[src/rtl/vga_pkg.sv]
`default_nettype none
// +----------------------------------------------------------------------+
// | Module  : vga_pkg                                                    |
// | Brief   : Shared timing defaults, display-mode encoding and counter  |
// |           width helper for the VGA paint driver.                     |
// | Revision: 1.0                                                        |
// +----------------------------------------------------------------------+
package vga_pkg;

  // 640x480 @ 60 Hz timing.
  localparam int H_ACTIVE_DEF = 640;
  localparam int H_FP_DEF     = 16;
  localparam int H_SYNC_DEF   = 96;
  localparam int H_BP_DEF     = 48;
  localparam int V_ACTIVE_DEF = 480;
  localparam int V_FP_DEF     = 10;
  localparam int V_SYNC_DEF   = 2;
  localparam int V_BP_DEF     = 33;

  typedef enum logic {
    MODE_FILL   = 1'b0,
    MODE_CURSOR = 1'b1
  } mode_e;

  // Bits needed to count 0..total-1, never less than one.
  function automatic int cnt_width(input int total);
    return (total <= 2) ? 1 : $clog2(total);
  endfunction

endpackage
`default_nettype wire

[src/rtl/vga_timing_gen.sv]
`default_nettype none
// +----------------------------------------------------------------------+
// | Module  : vga_timing_gen                                             |
// | Brief   : Pixel-enable divider, h/v counters, sync/active decode and |
// |           frame_start strobe.                                        |
// | Revision: 1.0                                                        |
// +----------------------------------------------------------------------+
module vga_timing_gen
  import vga_pkg::*;
#(
  parameter int H_ACTIVE = H_ACTIVE_DEF,
  parameter int H_FP     = H_FP_DEF,
  parameter int H_SYNC   = H_SYNC_DEF,
  parameter int H_BP     = H_BP_DEF,
  parameter int V_ACTIVE = V_ACTIVE_DEF,
  parameter int V_FP     = V_FP_DEF,
  parameter int V_SYNC   = V_SYNC_DEF,
  parameter int V_BP     = V_BP_DEF,
  parameter int CLK_DIV  = 2,
  parameter int HW       = cnt_width(H_ACTIVE + H_FP + H_SYNC + H_BP),
  parameter int VW       = cnt_width(V_ACTIVE + V_FP + V_SYNC + V_BP)
) (
  input  logic          clk_i,
  input  logic          rst_ni,
  output logic          pix_en_o,
  output logic [HW-1:0] h_cnt_o,
  output logic [VW-1:0] v_cnt_o,
  output logic          hs_act_o,
  output logic          vs_act_o,
  output logic          active_o,
  output logic          frame_start_o
);

  localparam int H_TOTAL = H_ACTIVE + H_FP + H_SYNC + H_BP;
  localparam int V_TOTAL = V_ACTIVE + V_FP + V_SYNC + V_BP;

  logic          pix_en;
  logic [HW-1:0] h_cnt_q, h_cnt_d;
  logic [VW-1:0] v_cnt_q, v_cnt_d;
  logic          h_last, v_last;

  generate
    if (CLK_DIV == 1) begin : g_div_bypass
      assign pix_en = 1'b1;
    end else begin : g_div
      localparam int DW = $clog2(CLK_DIV);
      logic [DW-1:0] div_q, div_d;
      assign pix_en = (div_q == DW'(CLK_DIV - 1));
      assign div_d  = pix_en ? '0 : div_q + 1'b1;
      // Free-running divider; its terminal count is the pixel enable.
      always_ff @(posedge clk_i) begin
        if (!rst_ni) div_q <= '0;
        else         div_q <= div_d;
      end
    end
  endgenerate

  assign h_last = (h_cnt_q == HW'(H_TOTAL - 1));
  assign v_last = (v_cnt_q == VW'(V_TOTAL - 1));

  // Raster scan: advance one pixel per enable, wrapping line and frame.
  always_comb begin
    h_cnt_d = h_cnt_q;
    v_cnt_d = v_cnt_q;
    if (pix_en) begin
      if (h_last) begin
        h_cnt_d = '0;
        v_cnt_d = v_last ? '0 : v_cnt_q + 1'b1;
      end else begin
        h_cnt_d = h_cnt_q + 1'b1;
      end
    end
  end

  // Counter state.
  always_ff @(posedge clk_i) begin
    if (!rst_ni) begin
      h_cnt_q <= '0;
      v_cnt_q <= '0;
    end else begin
      h_cnt_q <= h_cnt_d;
      v_cnt_q <= v_cnt_d;
    end
  end

  assign pix_en_o      = pix_en;
  assign h_cnt_o       = h_cnt_q;
  assign v_cnt_o       = v_cnt_q;
  assign hs_act_o      = (h_cnt_q >= HW'(H_ACTIVE + H_FP)) &&
                         (h_cnt_q <= HW'(H_ACTIVE + H_FP + H_SYNC - 1));
  assign vs_act_o      = (v_cnt_q >= VW'(V_ACTIVE + V_FP)) &&
                         (v_cnt_q <= VW'(V_ACTIVE + V_FP + V_SYNC - 1));
  assign active_o      = (h_cnt_q < HW'(H_ACTIVE)) && (v_cnt_q < VW'(V_ACTIVE));
  // Strobe covers the enable cycle in which both counters wrap.
  assign frame_start_o = pix_en && h_last && v_last;

endmodule
`default_nettype wire

[src/rtl/vga_paint_driver.sv]
`default_nettype none
// +----------------------------------------------------------------------+
// | Module  : vga_paint_driver                                           |
// | Brief   : VGA timing plus solid-fill / movable-cursor painter driven |
// |           by board buttons.                                          |
// | Revision: 1.0                                                        |
// +----------------------------------------------------------------------+
module vga_paint_driver
  import vga_pkg::*;
#(
  parameter int H_ACTIVE = H_ACTIVE_DEF,
  parameter int H_FP     = H_FP_DEF,
  parameter int H_SYNC   = H_SYNC_DEF,
  parameter int H_BP     = H_BP_DEF,
  parameter int V_ACTIVE = V_ACTIVE_DEF,
  parameter int V_FP     = V_FP_DEF,
  parameter int V_SYNC   = V_SYNC_DEF,
  parameter int V_BP     = V_BP_DEF,
  parameter bit HS_POL   = 1'b0,
  parameter bit VS_POL   = 1'b0,
  parameter int CLK_DIV  = 2,
  parameter int COLOR_W  = 1,
  parameter int BOX_SIZE = 32,
  parameter int STEP     = 8
) (
  input  logic               sysclk,
  input  logic               rst_n,
  input  logic               change_button,
  input  logic               set,
  input  logic [COLOR_W-1:0] R,
  input  logic [COLOR_W-1:0] G,
  input  logic [COLOR_W-1:0] B,
  input  logic               North,
  input  logic               South,
  input  logic               East,
  input  logic               West,
  output logic [COLOR_W-1:0] VGA_R,
  output logic [COLOR_W-1:0] VGA_G,
  output logic [COLOR_W-1:0] VGA_B,
  output logic               VGA_HS,
  output logic               VGA_VS,
  output logic               mode,
  output logic               frame_start
);

  localparam int H_TOTAL = H_ACTIVE + H_FP + H_SYNC + H_BP;
  localparam int V_TOTAL = V_ACTIVE + V_FP + V_SYNC + V_BP;
  localparam int HW      = cnt_width(H_TOTAL);
  localparam int VW      = cnt_width(V_TOTAL);
  // One extra sign bit so a move below zero is seen as negative.
  localparam int XW      = HW + 1;
  localparam int YW      = VW + 1;
  localparam int CW      = 3 * COLOR_W;

  localparam logic signed [XW-1:0] X_MAX  = XW'(H_ACTIVE - BOX_SIZE);
  localparam logic signed [YW-1:0] Y_MAX  = YW'(V_ACTIVE - BOX_SIZE);
  localparam logic signed [XW-1:0] X_INIT = XW'((H_ACTIVE - BOX_SIZE) / 2);
  localparam logic signed [YW-1:0] Y_INIT = YW'((V_ACTIVE - BOX_SIZE) / 2);
  localparam logic signed [XW-1:0] BOX_X  = XW'(BOX_SIZE);
  localparam logic signed [YW-1:0] BOX_Y  = YW'(BOX_SIZE);
  localparam logic signed [XW-1:0] STEP_X = XW'(STEP);
  localparam logic signed [YW-1:0] STEP_Y = YW'(STEP);

  // Button bit positions; bits 0..4 double as pending-flag positions.
  localparam int B_W = 0, B_E = 1, B_S = 2, B_N = 3, B_TGL = 4, B_SET = 5;

  logic          pix_en, hs_act, vs_act, active;
  logic [HW-1:0] h_cnt;
  logic [VW-1:0] v_cnt;

  vga_timing_gen #(
    .H_ACTIVE (H_ACTIVE), .H_FP (H_FP), .H_SYNC (H_SYNC), .H_BP (H_BP),
    .V_ACTIVE (V_ACTIVE), .V_FP (V_FP), .V_SYNC (V_SYNC), .V_BP (V_BP),
    .CLK_DIV  (CLK_DIV),  .HW   (HW),   .VW     (VW)
  ) u_timing (
    .clk_i         (sysclk),
    .rst_ni        (rst_n),
    .pix_en_o      (pix_en),
    .h_cnt_o       (h_cnt),
    .v_cnt_o       (v_cnt),
    .hs_act_o      (hs_act),
    .vs_act_o      (vs_act),
    .active_o      (active),
    .frame_start_o (frame_start)
  );

  logic [5:0]            btn_now, btn_hist_q, btn_evt;
  logic [4:0]            pend_q, pend_d;
  logic [CW-1:0]         colour_q, colour_d;
  mode_e                 mode_q, mode_d;
  logic signed [XW-1:0]  x_q, x_d, x_sum, x_clamp, h_s;
  logic signed [YW-1:0]  y_q, y_d, y_sum, y_clamp, v_s;
  logic                  in_box;
  logic [CW-1:0]         pix_rgb, rgb_q;
  logic                  hs_q, vs_q;

  assign btn_now  = {set, change_button, North, South, East, West};
  assign btn_evt  = btn_now & ~btn_hist_q;
  assign colour_d = btn_evt[B_SET] ? {R, G, B} : colour_q;

  // Candidate cursor position from the pending moves; opposites cancel.
  always_comb begin
    x_sum = x_q;
    y_sum = y_q;
    if (pend_q[B_E] && !pend_q[B_W]) x_sum = x_q + STEP_X;
    else if (pend_q[B_W] && !pend_q[B_E]) x_sum = x_q - STEP_X;
    if (pend_q[B_S] && !pend_q[B_N]) y_sum = y_q + STEP_Y;
    else if (pend_q[B_N] && !pend_q[B_S]) y_sum = y_q - STEP_Y;
    x_clamp = x_sum;
    y_clamp = y_sum;
    if (x_sum[XW-1])        x_clamp = '0;
    else if (x_sum > X_MAX) x_clamp = X_MAX;
    if (y_sum[YW-1])        y_clamp = '0;
    else if (y_sum > Y_MAX) y_clamp = Y_MAX;
  end

  // Frame-boundary commit: toggle first, then moves only in cursor mode.
  always_comb begin
    pend_d = pend_q | btn_evt[4:0];
    mode_d = mode_q;
    x_d    = x_q;
    y_d    = y_q;
    if (frame_start) begin
      // Edges seen in the boundary cycle itself carry into the next frame.
      pend_d = btn_evt[4:0];
      if (pend_q[B_TGL]) mode_d = (mode_q == MODE_FILL) ? MODE_CURSOR : MODE_FILL;
      if (mode_d == MODE_CURSOR) begin
        x_d = x_clamp;
        y_d = y_clamp;
      end
    end
  end

  // Control state: button history, pending flags, colour, mode, cursor.
  always_ff @(posedge sysclk) begin
    if (!rst_n) begin
      btn_hist_q <= '0;
      pend_q     <= '0;
      colour_q   <= '0;
      mode_q     <= MODE_FILL;
      x_q        <= X_INIT;
      y_q        <= Y_INIT;
    end else begin
      btn_hist_q <= btn_now;
      pend_q     <= pend_d;
      colour_q   <= colour_d;
      mode_q     <= mode_d;
      x_q        <= x_d;
      y_q        <= y_d;
    end
  end

  assign h_s    = {1'b0, h_cnt};
  assign v_s    = {1'b0, v_cnt};
  assign in_box = (h_s >= x_q) && (h_s < x_q + BOX_X) &&
                  (v_s >= y_q) && (v_s < y_q + BOX_Y);

  // Pixel colour for the current counters; blanking forces black.
  always_comb begin
    pix_rgb = '0;
    if (active && ((mode_q == MODE_FILL) || in_box)) pix_rgb = colour_q;
  end

  // Output register: one pixel of latency, colour and syncs aligned.
  always_ff @(posedge sysclk) begin
    if (!rst_n) begin
      rgb_q <= '0;
      hs_q  <= ~HS_POL;
      vs_q  <= ~VS_POL;
    end else if (pix_en) begin
      rgb_q <= pix_rgb;
      hs_q  <= hs_act ? HS_POL : ~HS_POL;
      vs_q  <= vs_act ? VS_POL : ~VS_POL;
    end
  end

  assign {VGA_R, VGA_G, VGA_B} = rgb_q;
  assign VGA_HS = hs_q;
  assign VGA_VS = vs_q;
  assign mode   = mode_q;

endmodule
`default_nettype wire

[config.mk]
export PLATFORM = sky130hd
export DESIGN_NAME = vga_paint_driver
export DESIGN_NICKNAME = d
export VERILOG_FILES = /design/src/rtl/vga_pkg.sv /design/src/rtl/vga_timing_gen.sv /design/src/rtl/vga_paint_driver.sv
export SDC_FILE = /design/constraint.sdc
export NUM_CORES = 1
export LEC_CHECK = 0
export ABC_AREA = 1
export BUFFER_PORTS_ARGS = -buffer_cell sky130_fd_sc_hd__buf_4
export CORE_MARGIN = 2
export CORE_UTILIZATION = 59
export DETAILED_ROUTE_END_ITERATION = 16
export GPL_TIMING_DRIVEN = 0
export PLACE_DENSITY = 0.77
export SLEW_MARGIN = 20
export SYNTH_ARGS = -nofsm -noshare
export SYNTH_HDL_FRONTEND = slang
export SYNTH_SLANG_ARGS = --single-unit
[constraint.sdc]
create_clock -name sysclk -period 2.9 [get_ports sysclk]
set_clock_uncertainty 0.1 [all_clocks]
set_input_delay 0 -clock sysclk [delete_from_list [all_inputs] [get_ports sysclk]]
set_output_delay 0 -clock sysclk [all_outputs]
set_load 0.05 [all_outputs]
==> flow_metrics.py <==
metrics = {
    "global_route": {
        "grtUsageTotal": 0.253,
        "grt-ovfl-total": 0,
        "grt_antenna_before_repair": 0,
        "grt_pass1_vias": 3501,
        "grt_pass1_wl_mm": 15.2,
        "grt_max_degree": 19,
    },
    "setup_path": {
        "crit_chain": "inv_1 -> ha_1 -> inv_1 -> ha_1 -> inv_1 -> nor2_1 -> nand2_1 -> nand2_1 -> nand2_1 -> a21boi_0 -> nor2_1 -> nand2_1 -> nand2_1 -> nand3_1 -> nand2_1",
        "crit_path_frequent_cell": "nand2_1",
        "crit_path_top_delay_cell": "dfxtp_1",
        "required_ns": 3.02,
        "crit_type": "reg -> reg",
        "startpoint_type": "flip-flop",
        "crit_path_max_fanout": 7,
        "reg2reg_from": "x_q[5]",
        "cp-startpoint": "x_q[5]",
        "crit_path_end_kind": "flip-flop",
        "cp.arrival_ns": 2.40,
        "ff2ff_setup_slack_ns": 0.62,
        "cpPeakStageDelay_ns": 0.51,
    },
    "timing": {
        "fin_crit_sh": 0.785,
        "hold_violations": 0,
        "worstMarginPinSlew_ns": 0.790,
        "rsz0062_at_grt": "false",
        "setup_viol": 0,
        "slew_headroom": 0.460,
        "timing.setup.tns_ns": 0,
        "drv_slew": 0,
        "period_minus_slack_ns": 2.28,
        "fmax_mhz": 439,
        "setup_slack_ns": 0.623,
    },
    "placed_design": {
        "hpwl_mm": 6.74,
        "gp_congestion": 0.879,
        "post-place-ws_ns": 0.639,
        "place.port_buffers": 17,
    },
    "clocking": {
        "worstSkewPairLatency_ns": 0.31,
        "cts_tree": "yes",
        "post_cts_buffers": 0,
        "clock-root-buffer": "clkbuf_8",
        "clock_tree.buffer_depth": 2,
        "clkTransAtPathRegs_ns": 0.11,
        "tritoncts.num_buffers": 5,
        "cts_repair_resize_count": 0,
        "htree_levels": 2,
        "cts_sinks": 55,
    },
    "synthesis": {
        "synthFlopType": "dfxtp_1",
        "syn_area_mm2": 0.00387,
        "synthArstFlopShare": 0,
        "yosys_register_bits": 55,
        "synth_nets": 627,
        "ys_seq_area_frac": 0.284,
        "ys_warn_count": 0,
        "synth_cell_types": 44,
        "syn_area_per_cell_um2": 6.69,
        "synth-edff-count": 0,
        "syn_inst": 579,
    },
    "finish": {
        "drive_above_1_share": 0.120,
        "antenna_cells": 0,
        "syn_to_final_growth_pct": 11.5,
        "nets": 663,
    },
    "route": {
        "drt-initial-drc-count": 206,
        "ant_nets": 0,
        "drt-total-wl_mm": 8.70,
        "via_per_inst": 5.44,
        "vias": 3767,
        "drcViolationCount": 0,
        "dr.pass1.iters": 5,
        "routedWlPerCell_um": 12.6,
    },
    "status": {
        "outcome": "finished, final reports clean",
    },
    "flow_run": {
        "maxCapViolations": 0,
    },
    "pwr": {
        "powerDensity_mw_per_mm2": 323,
        "p_leak_uw": 0.00206,
        "ir_worst_vdd_mv": 0.308,
        "finalPower_uw": 1400,
    },
    "hold_path": {
        "hold_path_class": "in -> reg",
        "min-delay-start": "set",
    },
    "floorplan": {
        "rows": 29,
        "die_w_um": 85,
        "ioPinCount": 18,
        "core_area_mm2": 0.00635,
        "start_util": 0.610,
        "die-area_mm2": 0.00723,
        "die_height_um": 85,
    },
}
metal layers:
layer	wire, µm	vias to the layer above	GRT usage
met3	303	13	0.0340
met1	4110	1723	0.322
met4	161	0	0.0750
met2	4120	81	0.445
li1	-	1950	-
met5	0	-	0
sequential cells by signal, indices dropped and copies added (netlist names):
name and cells:
VGA_VS 1, VGA_HS 1, u_timing.pix_en_o 1, x_q 7, u_timing.v_cnt_o 10, pend_q 5
mode 1, u_timing.h_cnt_o 10, y_q 7, btn_hist_q 6, colour_q 3, rgb_q 3
what timing repair did:
action                                  in CTS  in global routing
endpoints found under the setup margin       0                  0
endpoints found under the hold margin       15                  0
hold buffers                                12                  0
power by group:
part	internal, µW	leakage, µW	switching, µW
Combinational	50.2	0.00156	82.6
Clock	202	0.0000533	274
Sequential	774	0.000448	11.9
metrics by stage:
stage               instances  hold WS (ns)  utilization  cell area (µm²)
floorplan                 579      -0.00655            -             3870
detailed placement        673        0.0966        0.645             4100
finish                    693         0.317        0.680             4320
global route              693         0.326        0.680             4320
CTS                       693         0.315        0.680             4320
global placement          673        0.0863        0.645             4100
critical path, delay by kind of cell, from the launching register on:
kind,cells,cell delay [ns]
DFF,1,0.51
adders and majority gates,2,0.58
and+or+nand+nor,9,0.61
buffers and inverters,3,0.24
AOI/OAI and AO/OA,1,0.15
final cells by class:
cell class / instances / area (µm²)
Buffer: 7 / 40.0
Clock buffer: 6 / 82.6
Clock inverter: 2 / 20.0
Fill cell: 558 / 2030
Inverter: 93 / 349
Multi-Input combinational cell: 424 / 2380
Sequential cell: 55 / 1100
Tap cell: 77 / 96.3
Timing Repair Buffer: 29 / 248
logic make-up after synthesis:
family	share of synthesized area
compound gates	0.100
xor+xnor	0.0249
fa+ha+maj	0.120
buf+inv	0.101
flops	0.284
simple gates	0.370
layout by cell type (no fill, tap or decap), types with 2 or more instances in the layout:
cell type      count
a21oi_1           25
a21oi_2            4
and3_1             2
buf_2              2
buf_4             18
clkbuf_1           3
clkbuf_8           6
dfxtp_1           55
dlygate4sd3_1     12
ha_1              37
inv_1             77
inv_2             16
nand2_1          150
nand2_2            5
nand3_1           58
nand3_2            2
nand4_1           11
nor2_1            47
nor2_2             6
nor2_4             3
nor3_1            11
nor3_2             3
nor3b_1            3
nor4_1             3
o21ai_0           14
o21ai_1            3
o21ai_2            2
o21bai_1           2
o22ai_1            8
xnor2_1            2
xor2_1             9
cells in the mapped netlist (all sizes together) (2+ instances only):
cell,n,share of area
nor4,3,0.0048
nand2,156,0.16
nor3,15,0.026
nor3b,3,0.0058
o21ai,19,0.027
a21oi,29,0.041
nor2,56,0.064
dfxtp,55,0.28
ha,37,0.12
or2,2,0.0032
and3,2,0.0032
inv,93,0.090
nand4,11,0.018
xnor2,2,0.0045
o21bai,2,0.0039
xor2,9,0.020
clkbuf,3,0.0029
o22ai,8,0.013
buf,4,0.0074
nand3,61,0.085
final timing paths:
| check | to | depth (start not counted) |
|---|---|---|
| worst max register to register | rgb_q[0] | 15 |
| worst min-delay path | btn_hist_q[5] | 4 |
| worst max-delay path | rgb_q[0] | 15 |
| worst min register to register | pend_q[3] | 1 |
Power figures use the tool's default switching activity.
